--- config.mk ---
export PLATFORM = sky130hd
export DESIGN_NAME = coin_acceptor
export DESIGN_NICKNAME = d
export VERILOG_FILES = /design/src/rtl/vending_pkg.sv /design/src/rtl/coin_fifo.sv /design/src/rtl/coin_acceptor.sv
export SDC_FILE = /design/constraint.sdc
export NUM_CORES = 1
export LEC_CHECK = 0
export ABC_CLOCK_PERIOD_IN_PS = 3500
export CORE_AREA = 3 3 77 79
export DETAILED_ROUTE_END_ITERATION = 10
export DIE_AREA = 0 0 80 82
export PLACE_DENSITY = 0.54
export SKIP_CTS_REPAIR_TIMING = 1
export SYNTH_ARGS = -nofsm -noshare
export SYNTH_HDL_FRONTEND = slang
export SYNTH_SLANG_ARGS = --single-unit
export TNS_END_PERCENT = 5
--- constraint.sdc ---
create_clock -name clk -period 3.5 [get_ports clk]
set_input_delay 0.35 -clock clk [delete_from_list [all_inputs] [get_ports clk]]
set_output_delay 0.35 -clock clk [all_outputs]
set_load 0.01 [all_outputs]
--- src/rtl/vending_pkg.sv ---
// Shared types and constants for the vending front end: coin codes,
// denomination values, acceptor FSM states and the credit width/limit.
package vending_pkg;

    // Width of every credit/price quantity exchanged with the controller.
    localparam int CREDIT_W = 4;

    // Largest credit a session may hold; the controller's total is CREDIT_W bits wide.
    localparam int MAX_CREDIT_DEFAULT = 15;

    // Raw denomination code reported by the coin mechanism.
    typedef enum logic [1:0] {
        COIN_1   = 2'b00,
        COIN_2   = 2'b01,
        COIN_5   = 2'b10,
        COIN_BAD = 2'b11
    } coin_code_t;

    // Denomination values in credit units.
    localparam logic [CREDIT_W-1:0] VALUE_COIN_1 = 4'd1;
    localparam logic [CREDIT_W-1:0] VALUE_COIN_2 = 4'd2;
    localparam logic [CREDIT_W-1:0] VALUE_COIN_5 = 4'd5;

    // Debounce / qualification FSM of the coin acceptor.
    typedef enum logic [1:0] {
        ST_IDLE    = 2'd0,
        ST_QUAL    = 2'd1,
        ST_RELEASE = 2'd2
    } acc_state_t;

    // Credit value of a code; the invalid code maps to zero and is rejected upstream.
    function automatic logic [CREDIT_W-1:0] coin_value_of(input coin_code_t code);
        logic [CREDIT_W-1:0] value;
        case (code)
            COIN_1:  value = VALUE_COIN_1;
            COIN_2:  value = VALUE_COIN_2;
            COIN_5:  value = VALUE_COIN_5;
            default: value = '0;
        endcase
        return value;
    endfunction

endpackage

--- src/rtl/coin_fifo.sv ---
// Small synchronous FIFO holding accepted coin values until the controller
// is idle. Full/empty are registered flags; the head is read straight from
// the storage array so a pop can capture it in the same cycle.
module coin_fifo #(
    parameter int DEPTH = 4,   // power of two, at least 2
    parameter int WIDTH = 4
) (
    input  logic             clk,
    input  logic             reset,
    input  logic             push,
    input  logic [WIDTH-1:0] wdata,
    input  logic             pop,
    output logic             full,
    output logic             empty,
    output logic [WIDTH-1:0] head
);

    localparam int AW = $clog2(DEPTH);
    localparam logic [AW:0] DEPTH_CNT = (AW+1)'(DEPTH);

    logic [WIDTH-1:0] mem [DEPTH];
    logic [AW-1:0]    wr_ptr_reg;
    logic [AW-1:0]    rd_ptr_reg;
    logic [AW:0]      count_reg;
    logic [AW:0]      count_next;
    logic             full_reg;
    logic             empty_reg;
    logic             do_push;
    logic             do_pop;

    // A push into a full buffer is only taken when a pop frees the slot in the same cycle.
    assign do_pop  = pop && !empty_reg;
    assign do_push = push && (!full_reg || do_pop);

    // Occupancy after this cycle's push/pop.
    always_comb begin
        count_next = count_reg;
        if (do_push && !do_pop) begin
            count_next = count_reg + (AW+1)'(1);
        end else if (!do_push && do_pop) begin
            count_next = count_reg - (AW+1)'(1);
        end
    end

    // Storage write; contents need no reset because the pointers define validity.
    always_ff @(posedge clk) begin
        if (do_push) begin
            mem[wr_ptr_reg] <= wdata;
        end
    end

    // Pointers, occupancy and registered full/empty flags.
    always_ff @(posedge clk or negedge reset) begin
        if (!reset) begin
            wr_ptr_reg <= '0;
            rd_ptr_reg <= '0;
            count_reg  <= '0;
            full_reg   <= 1'b0;
            empty_reg  <= 1'b1;
        end else begin
            if (do_push) begin
                wr_ptr_reg <= wr_ptr_reg + AW'(1);
            end
            if (do_pop) begin
                rd_ptr_reg <= rd_ptr_reg + AW'(1);
            end
            count_reg <= count_next;
            full_reg  <= (count_next == DEPTH_CNT);
            empty_reg <= (count_next == '0);
        end
    end

    assign full  = full_reg;
    assign empty = empty_reg;
    assign head  = mem[rd_ptr_reg];

endmodule

--- src/rtl/coin_acceptor.sv ---
// Coin acceptor front end: synchronises and debounces the coin sensor,
// classifies each physical coin once, rejects invalid / over-limit / no-room
// coins, buffers accepted coins and hands them to the controller one at a
// time while it reports idle. Tracks session credit so the controller's
// 4-bit total cannot overflow.
module coin_acceptor
    import vending_pkg::*;
#(
    parameter int DEBOUNCE_CYCLES = 8,                  // 2..15
    parameter int FIFO_DEPTH      = 4,                  // power of two
    parameter int MAX_CREDIT      = MAX_CREDIT_DEFAULT
) (
    input  logic                clk,
    input  logic                reset,
    input  logic                sensor_det,
    input  logic [1:0]          sensor_code,
    input  logic                accept_ready,
    input  logic                credit_clear,
    output logic                coin_in,
    output logic [CREDIT_W-1:0] coin_value,
    output logic                coin_reject,
    output logic                fifo_full,
    output logic [CREDIT_W-1:0] session_sum
);

    localparam logic [3:0]          D_CNT   = 4'(DEBOUNCE_CYCLES);
    localparam logic [3:0]          D_LAST  = 4'(DEBOUNCE_CYCLES - 1);
    localparam logic [CREDIT_W:0]   MAX_EXT = (CREDIT_W+1)'(MAX_CREDIT);

    // ------------------------------------------------------------------
    // Two-flop synchronisers for det and both code bits
    // ------------------------------------------------------------------
    logic [2:0] raw_bits;
    logic [2:0] sync_bits;

    assign raw_bits = {sensor_code, sensor_det};

    for (genvar gi = 0; gi < 3; gi++) begin : g_sync
        logic s1_reg;
        logic s2_reg;

        // Two-stage metastability filter for one raw sensor bit.
        always_ff @(posedge clk or negedge reset) begin
            if (!reset) begin
                s1_reg <= 1'b0;
                s2_reg <= 1'b0;
            end else begin
                s1_reg <= raw_bits[gi];
                s2_reg <= s1_reg;
            end
        end

        assign sync_bits[gi] = s2_reg;
    end

    logic       det_s;
    coin_code_t code_s;

    assign det_s  = sync_bits[0];
    assign code_s = coin_code_t'(sync_bits[2:1]);

    // ------------------------------------------------------------------
    // Debounce FSM state
    // ------------------------------------------------------------------
    acc_state_t state_reg;
    logic [3:0] cnt_reg;
    coin_code_t cap_code_reg;

    // ------------------------------------------------------------------
    // Classifier and issue decisions (all from registered state)
    // ------------------------------------------------------------------
    logic                classify_fire;
    logic [CREDIT_W-1:0] cls_value;
    logic [CREDIT_W:0]   sum_ext;
    logic                over_limit;
    logic                reject_now;
    logic                accept_now;
    logic                pop_now;

    logic                fifo_full_w;
    logic                fifo_empty_w;
    logic [CREDIT_W-1:0] fifo_head_w;

    logic                coin_in_reg;
    logic [CREDIT_W-1:0] coin_value_reg;
    logic                coin_reject_reg;
    logic [CREDIT_W-1:0] session_sum_reg;

    // The classify cycle is the QUAL cycle in which the count reaches the
    // threshold while det and the captured code are still intact.
    assign classify_fire = (state_reg == ST_QUAL) && det_s &&
                           (code_s == cap_code_reg) && (cnt_reg == D_CNT);

    assign cls_value  = coin_value_of(cap_code_reg);
    assign sum_ext    = {1'b0, session_sum_reg} + {1'b0, cls_value};
    assign over_limit = (sum_ext > MAX_EXT);

    // A coin is only issued when the previous event cycle has ended, which
    // leaves at least one idle cycle between consecutive events.
    assign pop_now = !fifo_empty_w && accept_ready && !coin_in_reg;

    // Rejects in priority order: invalid code, credit limit, no buffer room.
    assign reject_now = classify_fire &&
                        ((cap_code_reg == COIN_BAD) || over_limit ||
                         (fifo_full_w && !pop_now));
    assign accept_now = classify_fire && !reject_now;

    // Debounce FSM: qualify insertion for DEBOUNCE_CYCLES, classify once,
    // then wait for DEBOUNCE_CYCLES consecutive det-low cycles before re-arming.
    always_ff @(posedge clk or negedge reset) begin
        if (!reset) begin
            state_reg    <= ST_IDLE;
            cnt_reg      <= '0;
            cap_code_reg <= COIN_1;
        end else begin
            case (state_reg)
                ST_IDLE: begin
                    if (det_s) begin
                        state_reg    <= ST_QUAL;
                        cap_code_reg <= code_s;
                        cnt_reg      <= 4'd1;
                    end
                end
                ST_QUAL: begin
                    if (!det_s || (code_s != cap_code_reg)) begin
                        state_reg <= ST_IDLE;
                        cnt_reg   <= '0;
                    end else if (cnt_reg == D_CNT) begin
                        state_reg <= ST_RELEASE;
                        cnt_reg   <= '0;
                    end else begin
                        cnt_reg <= cnt_reg + 4'd1;
                    end
                end
                ST_RELEASE: begin
                    // cnt holds the number of det-low cycles already seen;
                    // the DEBOUNCE_CYCLES-th one re-arms the FSM.
                    if (det_s) begin
                        cnt_reg <= '0;
                    end else if (cnt_reg == D_LAST) begin
                        state_reg <= ST_IDLE;
                        cnt_reg   <= '0;
                    end else begin
                        cnt_reg <= cnt_reg + 4'd1;
                    end
                end
                default: begin
                    state_reg <= ST_IDLE;
                    cnt_reg   <= '0;
                end
            endcase
        end
    end

    // Reject pulse, high for the cycle after classification.
    always_ff @(posedge clk or negedge reset) begin
        if (!reset) begin
            coin_reject_reg <= 1'b0;
        end else begin
            coin_reject_reg <= reject_now;
        end
    end

    // Session credit; a clear coinciding with an accept keeps only the new coin.
    always_ff @(posedge clk or negedge reset) begin
        if (!reset) begin
            session_sum_reg <= '0;
        end else if (accept_now) begin
            session_sum_reg <= credit_clear ? cls_value : (session_sum_reg + cls_value);
        end else if (credit_clear) begin
            session_sum_reg <= '0;
        end
    end

    // Issue: the popped head becomes a single-cycle coin event on the next edge.
    always_ff @(posedge clk or negedge reset) begin
        if (!reset) begin
            coin_in_reg    <= 1'b0;
            coin_value_reg <= '0;
        end else begin
            coin_in_reg    <= pop_now;
            coin_value_reg <= pop_now ? fifo_head_w : '0;
        end
    end

    coin_fifo #(
        .DEPTH (FIFO_DEPTH),
        .WIDTH (CREDIT_W)
    ) u_fifo (
        .clk   (clk),
        .reset (reset),
        .push  (accept_now),
        .wdata (cls_value),
        .pop   (pop_now),
        .full  (fifo_full_w),
        .empty (fifo_empty_w),
        .head  (fifo_head_w)
    );

    assign coin_in     = coin_in_reg;
    assign coin_value  = coin_value_reg;
    assign coin_reject = coin_reject_reg;
    assign fifo_full   = fifo_full_w;
    assign session_sum = session_sum_reg;

endmodule

==> metrics.cfg <==
[synthesis]
yosysMostFrequentCell=dfrtp_1
ys_seq_area_frac=0.5513
synth_top_area_cell=dfrtp_1
synth_ff_type=dfrtp_1
ys.warnings.count=0
synthArstFlopShare=0.7273
synth_seq_cells=44
synthTopCellsByArea=dfrtp_1 (37%), edfxtp_1 (17%), ha_1 (6.5%), mux4_2 (3.2%), o21ai_0 (3.1%)
ys_top_cells_by_count=dfrtp_1 (31), o21ai_0 (13), edfxtp_1 (12)
avgSynthCellArea_um2=11.84
syn_area_um2=2108
syn-instance-count=178
synth_edf_count=12
yosysUniqueCellTypes=45
syn-num-nets=197
netlist.area_leader.share=0.3680

[cells_and_area]
fin_nets=213
fin_cells=267
drive_above_1_share=0.09231
largest_reg_flops=12
syn2layout_area_growth_pct=15.85
seq_area_um2=1162
n_antenna_cell=0
fillers=501
multiInputGateArea_um2=869.6

[critical_path]
r2r_start=cap_code_reg[0]
crit_type=flip-flop to flip-flop
startpoint_type=flip-flop
r2r_slack_ns=0.63
timing.rr.end=u_fifo.mem[1][2]
startpoint=cap_code_reg[0]
worstSetupEndpointType=flip-flop
crit_end=u_fifo.mem[1][2]
critPathRequiredTime_ns=3.50
worstPathArrival_ns=2.88
worstRegToRegCells=7
path_max_fanout=11

[sta]
tightest_slew_ns=0.7276
drv_slew=0
finalCritPeriodShare=0.8212
skew_ns=0.005341
setup_tns_ns=0
finalCriticalPeriod_ns=2.874
rsz0062_at_grt=false
relSlewSlack=0.5105
setup_viol=0
setup_ws_ns=0.6259
hold_viol=0
fmax_ghz=0.3479

[power]
power_frac_clock=0.271
netSwitchingPower_w=0.0004228
ir_drop_uv=307.7
p_int_w=0.001007
seq_power_share=0.476
cellPowerDensity_nw_per_um2=585.6
combPwrFrac=0.253
p_leak_nw=1.021
switching_share=0.2956

[global_routing]
grt_max_degree=33
antenna_found_initial=0
grt_pass1_wl_mm=6.492
grt_pass1_vias=1378
track_usage=0.1286
overflow=0

[place]
port_buffers=16
post-place-cells=259
hpwl_mm=2.679
pre_cts_ws_ns=0.6382
gp_congestion=0.7943

[route]
first_iter_violations=77
drt_wl_total_mm=3.693
wire_per_inst_um=13.83
vias_per_cell=5.004
dr.pass1.iters=4
num_vias=1336
ant_nets=0
drc=0

[job]
maxCapViolCount=0

[cts]
h-tree-depth=2
tritoncts=yes
cts-root-buf=clkbuf_8
cts.sink_count=44
cts_buffer_depth=2
cts_made_buffers=5
clk_latency_ns=0.29
clk_pin_slew_ns=0.08

[status]
outcome=finished, final reports clean

[floorplanning]
die_w_um=80
core-area_um2=5405
rows=27
initial_core_util=0.3900
ios=18
die_area_um2=6560
die_y_um=82

[min_path]
hold_class=flip-flop to flip-flop

## stage by stage
stage	cell area [um2]	total power [W]	hold slack, ns	util
detailed placement	2327	0.001057	0.3371	0.4306
global placement	2327	0.001047	0.3349	0.4306
CTS	2442	0.001457	0.3566	0.4519
floorplan	2108	0.0009457	0.05441	-
global route	2442	0.001527	0.3715	0.4519
finish	2442	0.001430	0.3528	0.4519
## worst min path at each step
| stage | startpoint | end | slack, ns | depth (start not counted) |
|---|---|---|---|---|
| global route | g_sync[0].s1_reg | det_s | 0.37 | 0 |
| detailed placement | g_sync[2].s1_reg | g_sync[2].s2_reg | 0.34 | 0 |
| CTS | g_sync[2].s1_reg | g_sync[2].s2_reg | 0.36 | 0 |
| global placement | g_sync[1].s1_reg | g_sync[1].s2_reg | 0.33 | 0 |
| floorplan | reset | cap_code_reg[0] | 0.05 | 0 |
| finish | g_sync[2].s1_reg | g_sync[2].s2_reg | 0.35 | 0 |
## worst max-delay path, stage by stage, from the launching register on
cell	delay [ns]
dfrtp_1	0.41
inv_1	0.19
nor2_1	0.18
fa_1	0.47
a21o_1	0.22
a21oi_1	0.36
and3_1	0.47
and2_1	0.27
## placed cells by master (no fill, tap or decap), types with 3 or more instances in the layout
cell type	n
dfrtp_1	31
clkdlybuf4s50_1	16
o21ai_0	13
edfxtp_1	12
nand2_1	11
ha_1	11
inv_1	10
and2_1	9
a21oi_1	8
xnor2_1	7
nor3_1	6
clkbuf_8	5
nor2_1	4
o22ai_1	4
nand3_1	4
nand3b_1	3
a21o_1	3
mux4_2	3
mux2i_1	3
## cell families (layout without fill, tap and decap cells)
group / count (synthesis) / in the layout / share of synthesized area
other cells: 1 / 1 / 0.001779
compound gates: 39 / 39 / 0.1193
fa+ha+maj: 12 / 12 / 0.07478
xor+xnor: 9 / 9 / 0.03739
mux: 7 / 7 / 0.05163
buf+inv: 18 / 35 / 0.03620
flops: 44 / 44 / 0.5513
simple gates: 48 / 48 / 0.1276
## cell type report
cell class	count	share of cell area
clock buffer	5	0.02818
clock inverter	3	0.01895
inverter	10	0.01537
multi-input combinational	116	0.3560
sequential	44	0.4759
tap	72	0.03689
timing repair buffer	17	0.06865
## layer usage
| layer | up-vias | wire (um) | GRT usage |
|---|---|---|---|
| met3 | 5 | 149 | 0.03838 |
| li1 | 663 | - | - |
| met2 | 20 | 1658 | 0.1904 |
| met5 | - | 0 | 0 |
| met4 | 0 | 57 | 0.04899 |
| met1 | 648 | 1827 | 0.1779 |
## power groups by stage
| stage | registers (W) | logic, W | clock network, W |
|---|---|---|---|
| finish | 0.000681 | 0.000362 | 0.000387 |
| floorplan | 0.000669 | 0.000277 | 0 |
| global route | 0.000692 | 0.000411 | 0.000424 |
| global placement | 0.000688 | 0.000359 | 0 |
| detailed placement | 0.000690 | 0.000367 | 0 |
| CTS | 0.000682 | 0.000368 | 0.000407 |
Power figures use the tool's default switching activity.
